--- config.mk ---
export PLATFORM = sky130hd
export DESIGN_NAME = spi_dac_streamer
export DESIGN_NICKNAME = d
export VERILOG_FILES = /design/src/rtl/spi_dac_streamer.sv
export SDC_FILE = /design/constraint.sdc
export NUM_CORES = 1
export LEC_CHECK = 0
export CAP_MARGIN = 10
export CORE_MARGIN = 1
export CORE_UTILIZATION = 44
export DETAILED_ROUTE_END_ITERATION = 10
export PLACE_DENSITY = 0.8
export RECOVER_POWER = 100
export SLEW_MARGIN = 20
export SYNTH_ARGS = -nofsm -noshare
export SYNTH_HDL_FRONTEND = slang
export SYNTH_SLANG_ARGS = --single-unit
--- constraint.sdc ---
create_clock -name S_AXI_ACLK -period 2.7 [get_ports S_AXI_ACLK]
set_input_delay 0.54 -clock S_AXI_ACLK [delete_from_list [all_inputs] [get_ports S_AXI_ACLK]]
set_output_delay 0.54 -clock S_AXI_ACLK [all_outputs]
set_load 0.03 [all_outputs]
--- src/rtl/spi_dac_streamer.sv ---
// Sequencer for the AXI4-Lite manager's simple write bus: configures the SPI core for a
// 24-bit DAC, then writes one {CMD_BYTE, sample} word per conv low period.
module spi_dac_streamer #(
  parameter int unsigned           ADDR_WIDTH = 14,
  parameter int unsigned           DATA_WIDTH = 32,
  parameter logic [ADDR_WIDTH-1:0] SIZE_ADDR  = ADDR_WIDTH'(14'h1080),
  parameter logic [ADDR_WIDTH-1:0] DELAY_ADDR = ADDR_WIDTH'(14'h1010),
  parameter logic [ADDR_WIDTH-1:0] EN_ADDR    = ADDR_WIDTH'(14'h1500),
  parameter logic [ADDR_WIDTH-1:0] TX_ADDR    = ADDR_WIDTH'(14'h1400),
  parameter int unsigned           FRAME_BITS = 24,
  parameter int unsigned           INIT_DELAY = 600,
  parameter logic [7:0]            CMD_BYTE   = 8'h30
) (
  input  logic                  S_AXI_ACLK,
  input  logic                  S_AXI_ARESET,
  input  logic                  start,
  input  logic                  stop,
  input  logic                  s_valid,
  input  logic [15:0]           s_data,
  output logic                  s_ready,
  input  logic                  conv,
  output logic [ADDR_WIDTH-1:0] wrAddr,
  output logic [DATA_WIDTH-1:0] wrData,
  output logic                  wr,
  input  logic                  wrDone,
  output logic                  busy,
  output logic [31:0]           frames,
  output logic [15:0]           underruns
);

  typedef enum logic [2:0] {
    S_IDLE,
    S_CFG_SIZE,
    S_CFG_DELAY,
    S_CFG_EN,
    S_WAIT_LO,
    S_FETCH,
    S_SEND,
    S_WAIT_HI
  } state_t;

  state_t                r_state, w_state_nxt;
  logic                  r_conv_m, r_conv_s;
  logic                  r_wr, w_wr_nxt;
  logic [ADDR_WIDTH-1:0] r_wr_addr, w_wr_addr_nxt;
  logic [DATA_WIDTH-1:0] r_wr_data, w_wr_data_nxt;
  logic                  r_busy;
  logic [31:0]           r_frames, w_frames_nxt;
  logic [15:0]           r_underruns, w_underruns_nxt;
  logic                  r_stop_pend, w_stop_pend_nxt;
  logic                  w_stop_any;
  logic                  w_wr_ack;
  logic [ADDR_WIDTH-1:0] w_cfg_addr;
  logic [DATA_WIDTH-1:0] w_cfg_data;
  state_t                w_cfg_next;

  // conv comes from another block's timing; synchronise before use (idle high)
  always_ff @(posedge S_AXI_ACLK or posedge S_AXI_ARESET) begin
    if (S_AXI_ARESET) begin
      r_conv_m <= 1'b1;
      r_conv_s <= 1'b1;
    end else begin
      r_conv_m <= conv;
      r_conv_s <= r_conv_m;
    end
  end

  assign w_stop_any = r_stop_pend | stop;
  assign w_wr_ack   = r_wr & wrDone;

  // Address/data/successor for whichever configuration write is current
  always_comb begin
    w_cfg_addr = EN_ADDR;
    w_cfg_data = DATA_WIDTH'(1);
    w_cfg_next = S_WAIT_LO;
    case (r_state)
      S_CFG_SIZE: begin
        w_cfg_addr = SIZE_ADDR;
        w_cfg_data = DATA_WIDTH'(FRAME_BITS);
        w_cfg_next = S_CFG_DELAY;
      end
      S_CFG_DELAY: begin
        w_cfg_addr = DELAY_ADDR;
        w_cfg_data = DATA_WIDTH'(INIT_DELAY);
        w_cfg_next = S_CFG_EN;
      end
      default: ;
    endcase
  end

  always_comb begin
    w_state_nxt     = r_state;
    w_wr_nxt        = r_wr;
    w_wr_addr_nxt   = r_wr_addr;
    w_wr_data_nxt   = r_wr_data;
    w_frames_nxt    = r_frames;
    w_underruns_nxt = r_underruns;
    w_stop_pend_nxt = w_stop_any;
    case (r_state)
      S_IDLE: begin
        if (start && !stop) begin
          w_state_nxt     = S_CFG_SIZE;
          w_frames_nxt    = '0;
          w_underruns_nxt = '0;
        end
      end
      S_CFG_SIZE, S_CFG_DELAY, S_CFG_EN: begin
        // wr is low on entry, so a low wr here means this write is not issued yet
        if (w_wr_ack) begin
          w_wr_nxt    = 1'b0;
          w_state_nxt = w_stop_any ? S_IDLE : w_cfg_next;
        end else if (!r_wr) begin
          if (w_stop_any) begin
            w_state_nxt = S_IDLE;
          end else begin
            w_wr_nxt      = 1'b1;
            w_wr_addr_nxt = w_cfg_addr;
            w_wr_data_nxt = w_cfg_data;
          end
        end
      end
      S_WAIT_LO: begin
        if (w_stop_any)     w_state_nxt = S_IDLE;
        else if (!r_conv_s) w_state_nxt = S_FETCH;
      end
      S_FETCH: begin
        if (s_valid) begin
          w_wr_nxt      = 1'b1;
          w_wr_addr_nxt = TX_ADDR;
          w_wr_data_nxt = DATA_WIDTH'({CMD_BYTE, s_data});
          w_state_nxt   = S_SEND;
        end else begin
          if (r_underruns != 16'hFFFF) w_underruns_nxt = r_underruns + 16'd1;
          w_state_nxt = S_WAIT_HI;
        end
      end
      S_SEND: begin
        if (w_wr_ack) begin
          w_wr_nxt     = 1'b0;
          w_frames_nxt = r_frames + 32'd1;
          w_state_nxt  = w_stop_any ? S_IDLE : S_WAIT_HI;
        end
      end
      S_WAIT_HI: begin
        if (w_stop_any)    w_state_nxt = S_IDLE;
        else if (r_conv_s) w_state_nxt = S_WAIT_LO;
      end
      default: w_state_nxt = S_IDLE;
    endcase
    if (w_state_nxt == S_IDLE) w_stop_pend_nxt = 1'b0;
  end

  always_ff @(posedge S_AXI_ACLK or posedge S_AXI_ARESET) begin
    if (S_AXI_ARESET) begin
      r_state     <= S_IDLE;
      r_wr        <= 1'b0;
      r_wr_addr   <= '0;
      r_wr_data   <= '0;
      r_busy      <= 1'b0;
      r_frames    <= '0;
      r_underruns <= '0;
      r_stop_pend <= 1'b0;
    end else begin
      r_state     <= w_state_nxt;
      r_wr        <= w_wr_nxt;
      r_wr_addr   <= w_wr_addr_nxt;
      r_wr_data   <= w_wr_data_nxt;
      r_busy      <= (w_state_nxt != S_IDLE);
      r_frames    <= w_frames_nxt;
      r_underruns <= w_underruns_nxt;
      r_stop_pend <= w_stop_pend_nxt;
    end
  end

  // Ready only during the single FETCH cycle, so at most one sample per frame
  assign s_ready   = (r_state == S_FETCH) & s_valid;
  assign wr        = r_wr;
  assign wrAddr    = r_wr_addr;
  assign wrData    = r_wr_data;
  assign busy      = r_busy;
  assign frames    = r_frames;
  assign underruns = r_underruns;

endmodule

After elaboration in Yosys (flattened, before gate mapping)
Cells that the tools add are included.
{ "op_classes": {"addsub": 2, "eq_ne": 16, "reduce_logical": 14, "mux": 40, "n_bitwise": 3} }
{ "op_table": {"columns": ["cell", "count"], "rows": [
  ["two-way mux 32 bit", 6],
  ["case mux 32 bit (2 select lines)", 2],
  ["two-way mux 14 bit", 4],
  ["two-way mux 16 bit", 3],
  ["two-way mux 3 bit", 11],
  ["adder 32 x 1 -> 32 bit (second input constant)", 1],
  ["case mux 16 bit (2 select lines)", 1],
  ["case mux 14 bit (2 select lines)", 1],
  ["case mux 11 bit (2 select lines)", 1],
  ["case mux 10 bit (2 select lines)", 1],
  ["case mux 3 bit (6 select lines)", 1],
  ["adder 16 x 1 -> 16 bit (second input constant)", 1],
  ["!= test 16 bit (second input constant)", 1],
  ["!= test 2 bit (second input constant)", 8],
  ["== test 3 bit (second input constant)", 4],
  ["two-way mux 1 bit", 7],
  ["== test 3 x 2 -> 1 bit (second input constant)", 2],
  ["logical NOT 3 bit", 2],
  ["case mux 3 bit (2 select lines)", 1],
  ["AND reduction 3 bit", 2],
  ["nonzero test 2 bit", 3],
  ["nonzero test 3 bit", 2],
  ["AND reduction 5 bit", 1],
  ["AND reduction 4 bit", 1],
  ["other kinds (7)", 8]
]} }
{ "totals": {"word_cells": 85, "output_inout_bits": 97, "in_bits": 23, "reg_bits": 102} }

Depth between registers and ports, before layout
{ "depth": {"depth_word": 7, "mapped_depth": 8, "mapped_depth_nobuf": 5} }

Least setup slack after synthesis
Ideal clock, no wire load.
{ "synth_timing": {"path_kind": "in2reg", "from": "in stop", "to": "reg r_underruns[0], in the netlist underruns[0]", "n_path_buf": 3, "stages": 7, "path_slack_ns": 0.361, "arrival_time_ns": 2.214, "setup_ns": 0.125, "t_required_ns": 2.575, "path_cell_list": "buf_6 or4b_4 buf_6 or2_2 clkbuf_1 a21o_1 mux2_2"} }
{ "synth_between": {"elab_chain_len": 4} }
{ "synth_lines": {"columns": ["item", "line_no", "text"], "rows": [
  ["from (decl)", "17", "input logic stop,"],
  ["logical NOT 1 bit", "101", "if (start && !stop) begin"],
  ["logical AND 1 bit", "101", null],
  ["!= test 2 bit (no line)", null, null],
  ["AND reduction 4 bit (no line)", null, null],
  ["to (signal assigned)", "170", "r_underruns <= w_underruns_nxt;"],
  ["to (decl)", "49", "logic [15:0] r_underruns, w_underruns_nxt;"]
]} }
Every way passes these cells.
A chain may end at the register's enable or synchronous reset.

Final worst setup path
{ "layout_timing": {"from": "in stop", "to": "reg r_frames[18], in the netlist frames[18]"} }
{ "layout_between": {"elab_chain_len": 4} }
{ "layout_lines": {"columns": ["item", "line_no", "text"], "rows": [
  ["logical NOT 1 bit", "101", null],
  ["logical AND 1 bit", "101", null],
  ["!= test 2 bit (no line)", null, null],
  ["AND reduction 3 bit (no line)", null, null],
  ["to (signal assigned)", "169", "r_frames <= w_frames_nxt;"],
  ["to (decl)", "48", "logic [31:0] r_frames, w_frames_nxt;"]
]} }
Every way passes these cells.

==> metrics.cfg <==
[setup_path]
critPathRequiredTime_ns = 2.97
worstSetupPathType = in2reg
path_max_fanout = 21
slowest_delay_ns = 0.68
startpoint = stop
r2r_cells = 4
crit_slowest_cell = or4b_1
path_cells = clkdlybuf4s50_1, or4b_1, a2bb2oi_2, or4_1, a21oi_1
cp-start-kind = input port
cp-end-kind = flop
worstPathArrival_ns = 2.71
r2r_start = r_state[0]

[clock_network]
tritoncts = built
cts_setup_buffers = 0
holdBufCountCts = 0
cts-root-buf = clkbuf_8
cts_max_level = 3
clkLatencyLatePin_ns = 0.35
numCtsBuffers = 9
cts_buffer_depth = 2
clk_pin_slew_worst_paths_ns = 0.08
numClockSinks = 78
ctsResizeCount = 0

[sta]
hold_viol_final = 0
slew_headroom = 0.348
rsz0062_at_grt = no
max_freq_mhz = 409
worst_slack_ns = 0.254
finalMaxSlewViolations = 0
fin_crit_sh = 0.906
tns_ns = 0
finClkSkew_ns = 0.00713
period_minus_slack_ns = 2.45
setup_viol = 0
tightest_slew_ns = 0.977

[floorplan]
die_h_um = 100
die_x_um = 100
design.die.area_um2 = 10000
placementRows = 35
pin_count = 120
start_util = 0.457
core_um2 = 9280

[finish]
diodes = 0
final_nets = 554
area_growth_pct = 29.0
drive_above_1_share = 0.0749

[synthesis]
ys_async_sr_fraction = 1.00
synth_edf_count = 0
yosysWarnings = 0
synth-seq-cells = 78
netlist-cell-type-count = 58
synthFlopType = dfrtp_1
synth_area_leaders = dfrtp_1, mux2i_1, buf_4
syn_avg_cell_area_um2 = 9.73
synth_top_area_frac = 0.449
ys_seq_area_frac = 0.461
synth_top_cell_by_area = dfrtp_1
syn_inst = 436
synth_area_um2 = 4240

[routing]
routedWlPerCell_um = 15.2
routed_via_density = 5.50
totalWireLength_um = 10100
drc = 0
route.vias.total = 3647
drt-initial-drc-count = 212
first_pass_iters = 4
ant_nets = 0

[hold_path]
worstHoldStart = r_conv_m
hold_path.class = reg2reg
hold_depth = 0

[grt]
antenna_found_initial = 0
grt_pass1_vias = 3445
groute.usage.overall = 0.208
grt_pass1_wl_um = 16400
grt_overflow = 0
grt_max_degree = 38

[pwr]
power_density_nw_per_um2 = 632
ir_worst_vdd_uv = 648
p_leak_uw = 0.00249

[placed_design]
routabilityCongestion = 0.908
io_buffers = 96
dp_hpwl_um = 7110
dp_slack_ns = -0.0574

[run]
drv_cap = 0

[outcome]
status = complete, no violations

## cells in the final DEF (no fill, tap or decap), types with 4 or more instances in the layout
| master | synthesis | routed |
|---|---|---|
| a22o_1 | 12 | 12 |
| dfrtp_1 | 76 | 76 |
| buf_4 | 24 | 8 |
| dlygate4sd3_1 | 0 | 76 |
| clkbuf_8 | 0 | 10 |
| inv_1 | 10 | 10 |
| or4_1 | 12 | 12 |
| nor3_1 | 11 | 11 |
| or3_1 | 5 | 5 |
| clkbuf_1 | 24 | 7 |
| xor2_1 | 6 | 6 |
| nand2_1 | 46 | 46 |
| and4_1 | 7 | 7 |
| clkdlybuf4s50_1 | 0 | 19 |
| nand3_1 | 15 | 15 |
| conb_1 | 1 | 23 |
| nor4_1 | 14 | 13 |
| a21o_1 | 4 | 4 |
| o21ai_0 | 11 | 11 |
| nor2_1 | 10 | 10 |
| nor4b_1 | 5 | 5 |
| nand4_1 | 12 | 12 |
| and3_1 | 5 | 5 |
| nor2b_1 | 4 | 4 |
| nand2b_1 | 23 | 23 |
| o31ai_1 | 10 | 10 |
| mux2i_1 | 23 | 23 |
| a21oi_1 | 18 | 18 |
## synth_stat cells (3+ instances only)
cell	instances
a21o_1	4
a21oi_1	18
a221o_1	3
a22o_1	12
and3_1	5
and4_1	7
buf_4	24
buf_6	3
clkbuf_1	24
dfrtp_1	76
inv_1	10
mux2i_1	23
nand2_1	46
nand2b_1	23
nand3_1	15
nand4_1	12
nor2_1	10
nor2b_1	4
nor3_1	11
nor3b_1	3
nor4_1	14
nor4b_1	5
o21ai_0	11
o31ai_1	10
or3_1	5
or4_1	12
xor2_1	6
## cell type report
class / instances / area [um2]
timing repair buffer: 114 / 1070
clock inverter: 6 / 85.1
tap: 129 / 161
inverter: 10 / 37.5
sequential: 78 / 1950
multi-input combinational: 316 / 2020
clock buffer: 10 / 138
fill: 807 / 3810
## stage by stage
stage | utilization | cell area [um2] | std cells | power (uW) | hold WS (ns)
floorplan | - | 4320 | 458 | 2180 | 0.345
global placement | 0.569 | 5290 | 647 | 2530 | 0.347
detailed placement | 0.569 | 5290 | 647 | 2560 | 0.352
CTS | 0.593 | 5510 | 663 | 3540 | 0.364
global route | 0.589 | 5470 | 663 | 3630 | 0.367
finish | 0.589 | 5470 | 663 | 3460 | 0.362
## flip-flops by register name, indices dropped and copies added, names as in the netlist
signal,flops
underruns,16
wrAddr,5
wrData,17
r_conv_m,1
busy,1
r_conv_s,1
r_state,3
wr,1
r_stop_pend,1
frames,32
## layer usage
metal	global-route usage	routed length (um)	vias up
met5	0	0	-
met4	0.0847	142	0
met3	0.0460	639	15
met2	0.326	4840	130
met1	0.280	4470	1764
li1	-	-	1738
## path summary, 6_finish.rpt
path | end | slack, ns
worst max-delay path | frames[18] | 0.25
worst min-delay path | r_conv_s | 0.36
worst max register to register | frames[18] | 0.32
worst min register to register | r_conv_s | 0.36
max in group asynchronous | frames[17] | 0.49
min in group asynchronous | wrData[7] | 0.85
## where the power goes
part / leakage (uW) / internal [uW] / switching [uW] / total (uW)
sequential: 0.00106 / 1290 / 146 / 1440
clock: 0.000108 / 542 / 429 / 971
combinational: 0.00132 / 406 / 643 / 1050
## critical path, delay by kind of cell
| kind | cells | cell delay [ns] |
|---|---|---|
| compound gates | 2 | 0.47 |
| buf+inv | 1 | 0.45 |
| simple gates | 2 | 1.25 |
## logic make-up (layout without fill, tap and decap cells)
family / after synthesis / count (layout) / share of synthesized area
flip-flops: 78 / 78 / 0.461
other: 1 / 23 / 0.000884
AO/OA/AOI/OAI: 75 / 75 / 0.127
buffers and inverters: 64 / 140 / 0.0835
XOR/XNOR: 7 / 7 / 0.0145
adder cells (fa/ha/maj): 2 / 2 / 0.00590
AND/OR/NAND/NOR: 185 / 185 / 0.251
multiplexers: 24 / 24 / 0.0569
Power figures use the tool's default switching activity.
